`src/rtl/abc_window_accum.sv`:
```
// Windowed accumulator behind the A*B+C stage: sums WINDOW valid results and
// hands each completed sum to a one-entry valid/ready output with overrun flag.
module abc_window_accum #(
  parameter int LENGTH = 8,
  parameter int WINDOW = 4,
  localparam int ACC_W = 2*LENGTH + ((WINDOW > 1) ? $clog2(WINDOW) : 0),
  localparam int CNT_W = $clog2(WINDOW+1)
) (
  input  logic                clk,
  input  logic                rst_n,
  input  logic                in_valid,
  input  logic [2*LENGTH-1:0] in_data,
  input  logic                clear,
  output logic                out_valid,
  input  logic                out_ready,
  output logic [ACC_W-1:0]    out_data,
  output logic [CNT_W-1:0]    fill_cnt,
  output logic                overrun
);

  typedef enum logic {EMPTY, HOLD} state_t;

  state_t           state;
  logic [ACC_W-1:0] acc;
  logic [CNT_W-1:0] eff_cnt;
  logic [ACC_W-1:0] sum;
  logic             complete;

  function automatic logic [ACC_W-1:0] widen(input logic [2*LENGTH-1:0] d);
    widen = ACC_W'(d);
  endfunction

  // A clear restarts the window on this very edge, so the sampled input is
  // judged against an empty window rather than the discarded partial one.
  always_comb begin
    eff_cnt  = clear ? '0 : fill_cnt;
    sum      = (eff_cnt == '0) ? widen(in_data) : acc + widen(in_data);
    complete = in_valid && (eff_cnt == CNT_W'(WINDOW-1));
  end

  always_ff @(posedge clk or negedge rst_n) begin
    if (!rst_n) begin
      acc      <= '0;
      fill_cnt <= '0;
    end else if (in_valid) begin
      acc      <= sum;
      fill_cnt <= complete ? '0 : eff_cnt + CNT_W'(1);
    end else begin
      fill_cnt <= eff_cnt;
    end
  end

  // Output FSM; out_valid mirrors HOLD as a registered output.
  always_ff @(posedge clk or negedge rst_n) begin
    if (!rst_n) begin
      state     <= EMPTY;
      out_valid <= 1'b0;
      out_data  <= '0;
      overrun   <= 1'b0;
    end else begin
      if (clear) overrun <= 1'b0;
      case (state)
        EMPTY: begin
          if (complete) begin
            state     <= HOLD;
            out_valid <= 1'b1;
            out_data  <= sum;
          end
        end
        HOLD: begin
          if (out_ready) begin
            if (complete) begin
              out_data <= sum;
            end else begin
              state     <= EMPTY;
              out_valid <= 1'b0;
            end
          end else if (complete) begin
            overrun <= 1'b1;
          end
        end
        default: begin
          state     <= EMPTY;
          out_valid <= 1'b0;
        end
      endcase
    end
  end

endmodule

```
`config.mk`:
```
export PLATFORM = sky130hd
export DESIGN_NAME = abc_window_accum
export DESIGN_NICKNAME = d
export VERILOG_FILES = /design/src/rtl/abc_window_accum.sv
export SDC_FILE = /design/constraint.sdc
export NUM_CORES = 1
export LEC_CHECK = 0
export CAP_MARGIN = 0
export CELL_PAD_IN_SITES_DETAIL_PLACEMENT = 1
export CELL_PAD_IN_SITES_GLOBAL_PLACEMENT = 1
export CORE_MARGIN = 10
export CORE_UTILIZATION = 36
export CTS_CLUSTER_DIAMETER = 60
export DETAILED_ROUTE_END_ITERATION = 8
export GPL_TIMING_DRIVEN = 0
export PLACE_DENSITY = 0.86
export SYNTH_ARGS = -nofsm -noshare
export SYNTH_HDL_FRONTEND = slang
export SYNTH_SLANG_ARGS = --single-unit
```
`constraint.sdc`:
```
create_clock -name clk -period 2.3 [get_ports clk]
set_input_delay 0.345 -clock clk [delete_from_list [all_inputs] [get_ports clk]]
set_output_delay 0.345 -clock clk [all_outputs]
set_load 0.03 [all_outputs]
```
### Yosys cells after proc, flatten, opt, wreduce, memory -nomap -nowiden

Cells that the tools add are included.

* equal/unequal tests: 4
* bitwise gates (word level): 1
* $add $sub $neg: 2
* multiplexer cells: 18
* reduce and logical (&&, ||, !) cells: 3

Operators by type and width (count)
* 2-to-1 mux 18 bit: 3
* case mux 18 bit (2 select lines): 1
* adder 18 x 16 -> 18 bit: 1
* 2-to-1 mux 1 bit: 9
* 2-to-1 mux 3 bit: 3
* inequality test 2 bit, second input constant: 3
* case mux 1 bit (2 select lines): 2
* adder 3 x 1 -> 3 bit, second input constant: 1
* == test 3 x 2 -> 1 bit, second input constant: 1
* zero test 3 bit: 1
* AND reduction 3 bit: 1
* logical AND 1 bit: 1
* NOT 1 bit: 1

* register bits after elaboration: 42
* input bits: 21
* logic and storage cells: 34
* output and inout port bits: 23

### Logic depth before layout (Yosys ltp)

Gate-level depths: netlist (run 1).

* depth in word-level cells: 6
* gate-level depth with buffers: 8

### Least setup slack after synthesis (run 1)

Ideal clock, no wire load.

* kind: flip-flop to flip-flop
* from: register acc[0]
* to: register acc[16]
* arrival: 2372 ps
* stages on the path, launching flop included: 9
* data required time: 2214 ps
* setup slack: -158 ps
* cells stage by stage: dfrtp_1 > ha_1 > fa_1 > a21oi_1 > o211ai_1 > a211o_1 > o2111a_1 > o311a_1 > nor3_1

* cells in the longest elaborated chain, start to end: 2

RTL lines
* from (decl): line 24 `logic [ACC_W-1:0] acc;`
* from (signal assigned): line 46 `acc <= sum;`
* adder 18 x 16 -> 18 bit: line 37 `sum = (eff_cnt == '0) ? widen(in_data) : acc + widen(in_data);`
* 2-to-1 mux 18 bit: line 37

No other way between the ends.
A chain may end at the register's enable or synchronous reset.

### Worst setup path after layout (run 1)

* from: register acc[0]
* to: register acc[12]

Same word-level chain as after synthesis.

==> results of run 1 <==
==> kinds of logic (layout without fill, tap and decap cells) <==
group / Yosys count / count (layout) / share of synthesized area
flip-flops: 42 / 42 / 0.3896
AND/OR/NAND/NOR: 100 / 100 / 0.1656
adder cells (fa/ha/maj): 19 / 19 / 0.09091
buffers and inverters: 23 / 80 / 0.03896
XOR/XNOR: 11 / 11 / 0.03571
AO/OA/AOI/OAI: 103 / 103 / 0.2417
multiplexers: 10 / 10 / 0.03757
==> cells in the mapped netlist, drive strengths merged, types with 2 or more instances <==
cell type / n / area [µm²]
and2: 2 / 12.51
dfrtp: 42 / 1051
xnor2: 11 / 96.34
ha: 18 / 225.2
clkbuf: 10 / 38.78
nand2: 36 / 135.1
a21o: 8 / 62.56
a22o: 3 / 26.28
a31oi: 8 / 50.05
o21a: 2 / 15.01
a211oi: 5 / 37.54
buf: 7 / 43.79
nand4: 3 / 18.77
inv: 6 / 22.52
mux2i: 9 / 90.09
nand2b: 4 / 25.02
nor3: 8 / 40.04
o21ai: 25 / 125.1
a21oi: 31 / 158.9
a211o: 3 / 27.53
o21bai: 2 / 15.01
o211ai: 6 / 45.04
and3: 5 / 31.28
nand3: 9 / 45.04
nor2: 29 / 108.9
==> critical path, cell delays in order, from the launching register on <==
cell and delay [ps]:
dfrtp_1 420, ha_4 180, fa_2 370, a21oi_4 150, o211ai_1 130, a211o_1 360
buf_4 150, a211o_2 330, nand3_2 90, a31oi_1 90
==> where the power goes <==
group	switching [mW]	total, mW	internal (mW)
Clock	0.284	0.498	0.214
Combinational	1.10	1.93	0.833
Sequential	0.137	1.07	0.937
==> layout make-up <==
type	instances	share of cell area
multi-input cells	243	0.4718
flip-flops and latches	42	0.2938
repair buffers	53	0.1466
well taps	99	0.03463
plain buffers	13	0.02169
clock buffers	5	0.01924
inverters	6	0.006296
clock inverters	3	0.005946
==> per-layer routing <==
metal | vias to the layer above | track usage
li1 | 1232 | -
met1 | 1298 | 0.1883
met2 | 42 | 0.2678
met3 | 10 | 0.02838
met4 | 0 | 0.03191
met5 | - | 0
==> registers in the layout (all words and copies together) (netlist names) <==
name / cells
out_data: 18
state: 1
overrun: 1
fill_cnt: 3
out_valid: 1
acc: 18
==> worst paths after layout <==
path,endpoint,slack [ps],depth (start not counted)
setup / recovery,acc[12],-120,9
hold / removal,acc[17],450,2
setup reg to reg,acc[12],-120,9
hold reg to reg,out_data[13],480,2
max in group asynchronous,acc[3],1380,3
min in group clk,out_data[13],480,2
==> timing repair <==
action	CTS	global route
cloned	0	0
setup endpoints to repair	27	18
gates resized for setup	15	24
hold buffers	1	0
buffers inserted	5	3
hold endpoints to repair	10	0
pin swaps	10	14
==> metrics by stage <==
stage	hold slack [ps]	utilization	TNS (ps)
finish	452.2	0.4932	-432.9
global route	474.3	0.4932	-828.9
CTS	461.7	0.4766	-407.6
detailed placement	247.5	0.4516	-13140
global placement	424.4	0.4495	-24780
floorplan	49.41	-	-22.67
==> results.py, run 1 <==
metrics = {
    "run_status": {
        "status": "complete, but fails checks",
        "violations": "setup timing",
    },
    "clocking": {
        "clockRootBuffer": "clkbuf_8",
        "cts_num_sinks": 42,
        "h-tree-depth": 2,
        "cts_tree": "yes",
        "cts_made_buffers": 5,
        "cts_buffer_depth": 2,
        "clk_latency_ps": 300,
        "clk_pin_slew_worst_paths_ps": 90,
    },
    "pwr": {
        "report.power.total_mw": 3.506,
        "leakagePower_nw": 1.571,
        "powerDensity_nw_per_um2": 980.0,
        "irDropWorstVdd_mv": 0.4215,
    },
    "route": {
        "top_layer": "met4",
        "wl_met2_um": 4700,
        "viasPerCell": 5.565,
        "routed_wl_um": 9097,
        "postRouteAntennaNets": 0,
        "wl_met3_um": 295,
        "drc": 0,
        "wl_met1_um": 3965,
        "via_count": 2582,
        "post_drt_wl_per_cell_um": 19.61,
        "drt_iter0_drc": 103,
        "firstDrtPassIters": 4,
    },
    "logic_synthesis": {
        "synth_seq_cells": 42,
        "synth_ff_type": "dfrtp_1",
        "synthArstFlopShare": 1.000,
        "synth_cell_type_count": 48,
        "yosysSeqAreaShare": 0.3896,
        "synthCells": 308,
        "syn-cell-area_um2": 2698,
        "synth_warnings": 0,
        "synth_edf_count": 0,
        "avgSynthCellArea_um2": 8.758,
        "syn_nets": 348,
    },
    "global_route": {
        "grt_usage": 0.1523,
        "grt_pass1_wl_um": 14160,
        "grt-ovfl-total": 0,
        "antenna_found_initial": 0,
        "grt_pass1_vias": 2761,
        "grt_max_degree": 33,
    },
    "timing": {
        "period_share": 1.051,
        "layout_setup_ws_ps": -118.4,
        "rsz0062_at_grt": "yes",
        "tightestPinTransition_ps": 656.6,
        "slew_violations": 0,
        "final.setup_skew_ps": 9.363,
        "post-route-min-period_ps": 2418,
        "slew_headroom": 0.5623,
        "hold_viol": 0,
        "max_clock_freq_ghz": 0.4135,
        "setup_viol": 5,
    },
    "die": {
        "core_region_area_um2": 7253,
        "fp.dieH_um": 106.6,
        "start_util": 0.3719,
        "die_w_um": 106.6,
        "ios": 44,
        "dieArea_um2": 11360,
        "num_rows": 31,
    },
    "critical_path": {
        "startpoint": "acc[0]",
        "startpoint_type": "register",
        "critical_path_class": "register to register",
        "crit_path_end_kind": "register",
        "worst-path-max-fanout": 2,
        "arrival_ps": 2560,
        "cp.required_ps": 2450,
        "r2r-start": "acc[0]",
    },
    "placement": {
        "dp_slack_ps": -677.6,
        "numPortBuffers": 43,
        "dp.final_hpwl_um": 6543,
        "post_dp_cell_area_um2": 3276,
        "place_congestion": 0.8879,
        "place_inst": 451,
    },
    "finish": {
        "drive_gt1_frac": 0.1534,
        "n_fill_cell": 859,
        "design_area_um2": 3577,
        "seqCellArea_um2": 1051,
        "syn2layout_area_growth_pct": 32.61,
        "layout_commonest_cell": "dfrtp_1",
        "multi_input_area_um2": 1688,
        "nNetsFinal": 404,
        "antenna_cells": 0,
        "stdcell_count": 464,
        "final_cell_mix": "dfrtp_1, clkdlybuf4s50_1, nand2_1",
    },
    "flow_run": {
        "maxCapViolations": 0,
    },
    "worst_hold_path": {
        "min_path_type": "input pin to async pin",
    },
}
Note: power is estimated with default switching activity, not from simulation.
==> inputs of run 2 (changes only) <==
--- a/config.mk
+++ b/config.mk
@@ -8,7 +8,7 @@
 export CAP_MARGIN = 0
 export CELL_PAD_IN_SITES_DETAIL_PLACEMENT = 1
 export CELL_PAD_IN_SITES_GLOBAL_PLACEMENT = 1
-export CORE_MARGIN = 10
+export CORE_MARGIN = 2
 export CORE_UTILIZATION = 36
 export CTS_CLUSTER_DIAMETER = 60
 export DETAILED_ROUTE_END_ITERATION = 8
==> results.py, run 2 (synthesis gave the netlist of run 1 again) <==
metrics = {
    "run_status": {
        "status": "complete, but fails checks",
        "violations": "setup timing",
    },
    "placement": {
        "place_congestion": 0.9163,
        "numPortBuffers": 43,
        "place_inst": 451,
        "dp.final_hpwl_um": 6147,
        "dp_slack_ps": -674.5,
    },
    "timing": {
        "tightestPinTransition_ps": 635.5,
        "layout_setup_ws_ps": -151.4,
        "slew_headroom": 0.5763,
        "tns_ps": -744.5,
        "max_clock_freq_ghz": 0.4079,
        "period_share": 1.066,
        "whs_ps": 451.5,
        "setup_viol": 8,
        "post-route-min-period_ps": 2451,
        "hold_viol": 0,
        "rsz0062_at_grt": "yes",
        "slew_violations": 0,
        "final.setup_skew_ps": 9.300,
    },
    "pwr": {
        "clkPwrFrac": 0.141,
        "internal_power_mw": 2.021,
        "netSwitchingPower_mw": 1.545,
        "switching_share": 0.4333,
        "powerDensity_nw_per_um2": 985.3,
        "irDropWorstVdd_mv": 0.3807,
        "combPwrFrac": 0.558,
        "p_seq_frac": 0.301,
        "leakagePower_nw": 1.579,
        "report.power.total_mw": 3.565,
    },
    "clocking": {
        "cts_made_buffers": 5,
        "clk_latency_ps": 300,
        "clockRootBuffer": "clkbuf_8",
        "cts_buffer_depth": 2,
        "cts_num_sinks": 42,
        "clk_pin_slew_worst_paths_ps": 90,
        "h-tree-depth": 2,
        "cts_tree": "yes",
    },
    "finish": {
        "reg_top3": "acc (18), out_data (18), fill_cnt (3)",
        "drive_gt1_frac": 0.1801,
        "nNetsFinal": 411,
        "final_cell_mix": "dfrtp_1, clkdlybuf4s50_1, nand2_1",
        "stdcell_count": 471,
        "syn2layout_area_growth_pct": 34.14,
        "antenna_cells": 0,
        "n_fill_cell": 843,
        "layout_commonest_cell": "dfrtp_1",
    },
    "global_route": {
        "grt_max_degree": 29,
        "grt_usage": 0.2116,
        "grt_pass1_wl_um": 13940,
        "antenna_found_initial": 0,
        "grt-ovfl-total": 0,
        "grt_pass1_vias": 2855,
    },
    "die": {
        "dieArea_um2": 8202,
        "die_w_um": 90.57,
        "start_util": 0.3719,
        "ios": 44,
        "fp.dieH_um": 90.57,
        "core_region_area_um2": 7253,
        "num_rows": 31,
    },
    "route": {
        "firstDrtPassIters": 4,
        "drt_iter0_drc": 130,
        "viasPerCell": 5.645,
        "post_drt_wl_per_cell_um": 18.98,
        "drc": 0,
        "postRouteAntennaNets": 0,
        "routed_wl_um": 8938,
        "via_count": 2659,
    },
    "flow_run": {
        "maxCapViolations": 0,
    },
    "critical_path": {
        "worst-path-max-fanout": 3,
        "r2r_cells": 8,
        "startpoint": "acc[0]",
        "startpoint_type": "register",
        "crit_chain": "ha_2, fa_2, a21oi_4, o211ai_1, a211o_1, o2111a_2, o21a_1, o41ai_2",
        "r2r-end": "out_data[16]",
        "r2r_setup_slack_ps": -150,
        "r2r-start": "acc[0]",
        "cp.required_ps": 2500,
        "crit_path_end": "out_data[16]",
        "slowest_stage": "dfrtp_1",
        "critical_path_class": "register to register",
        "crit_path_end_kind": "register",
        "max_stage_delay_ps": 400,
        "arrival_ps": 2650,
    },
    "worst_hold_path": {
        "min_path_type": "register to register",
    },
}
==> run 2: cell types whose count changed in the layout (fill, tap and decap cells not counted), moves of 2 or more <==
cell / before / now
dlymetal6s2s_1: 4 / 2
o21ai_1: 1 / 5
a31oi_2: 0 / 2
nor3_2: 1 / 3
ha_2: 2 / 4
a31oi_1: 8 / 6
buf_2: 4 / 6
ha_4: 4 / 2
buf_4: 8 / 16
o21ai_0: 23 / 19
clkbuf_2: 2 / 0
clkdlybuf4s50_1: 37 / 39
==> run 2: routing by layer <==
metal,wire [µm],share of wire,track usage,vias up
met1,3876,0.43,0.2735,1332
met5,0,0,0,-
met2,4495,0.50,0.3557,68
met3,345,0.039,0.03255,17
li1,-,-,-,1242
met4,221,0.025,0.08077,0
==> run 2: power by group through the flow <==
| stage | combinational, mW | sequential [mW] | clock, mW |
|---|---|---|---|
| 3_5_place_dp | 1.72 | 1.08 | 0 |
| 2_1_floorplan | 0.913 | 1.31 | 0 |
| 4_1_cts | 1.81 | 1.07 | 0.526 |
| 5_1_grt | 2.15 | 1.10 | 0.550 |
| 6_report | 1.99 | 1.07 | 0.502 |
| 3_3_place_gp | 1.66 | 1.07 | 0 |
==> run 2: per-stage QoR <==
stage               utilization  cell area (µm²)
finish                   0.4989             3618
floorplan                     -             2706
global route             0.4989             3618
detailed placement       0.4516             3276
CTS                      0.4782             3468
global placement         0.4495             3261
==> run 2: area by class of cell <==
type / instances / area, µm² / share of cell area
multi-input cells: 243 / 1682 / 0.4647
flip-flops and latches: 42 / 1051 / 0.2905
repair buffers: 60 / 571.8 / 0.1580
well taps: 99 / 123.9 / 0.03423
plain buffers: 13 / 77.57 / 0.02144
clock buffers: 5 / 68.82 / 0.01902
inverters: 6 / 22.52 / 0.006224
clock inverters: 3 / 21.27 / 0.005878
==> run 2: critical path: cells and delay by family (launching register included) <==
family | cells | cell delay, ps
fa+ha+maj | 2 | 590
compound gates | 6 | 1350
flops | 1 | 400
==> run 2: what timing repair did <==
action / CTS / global route
buffers inserted: 7 / 8
hold buffers: 1 / 0
gates resized for setup: 12 / 37
pin swaps: 10 / 11
endpoints found under the setup margin: 29 / 29
hold endpoints to repair: 14 / 0
==> run 2: worst min path at each step <==
stage,start,endpoint,slack [ps],depth (start not counted)
4_1_cts,state,out_valid,460,1
6_report,state,out_valid,450,1
5_1_grt,state,out_valid,480,1
3_3_place_gp,state,out_valid,430,1
3_5_place_dp,rst_n,out_data[8],290,1
2_1_floorplan,rst_n,acc[0],50,0
==> inputs of run 3 (changes only) <==
--- a/config.mk
+++ b/config.mk
@@ -5,7 +5,6 @@
 export SDC_FILE = /design/constraint.sdc
 export NUM_CORES = 1
 export LEC_CHECK = 0
-export CAP_MARGIN = 0
 export CELL_PAD_IN_SITES_DETAIL_PLACEMENT = 1
 export CELL_PAD_IN_SITES_GLOBAL_PLACEMENT = 1
 export CORE_MARGIN = 2
==> results of run 3 <==
No change in the layout: final DEF, timing and power equal those of run 2.
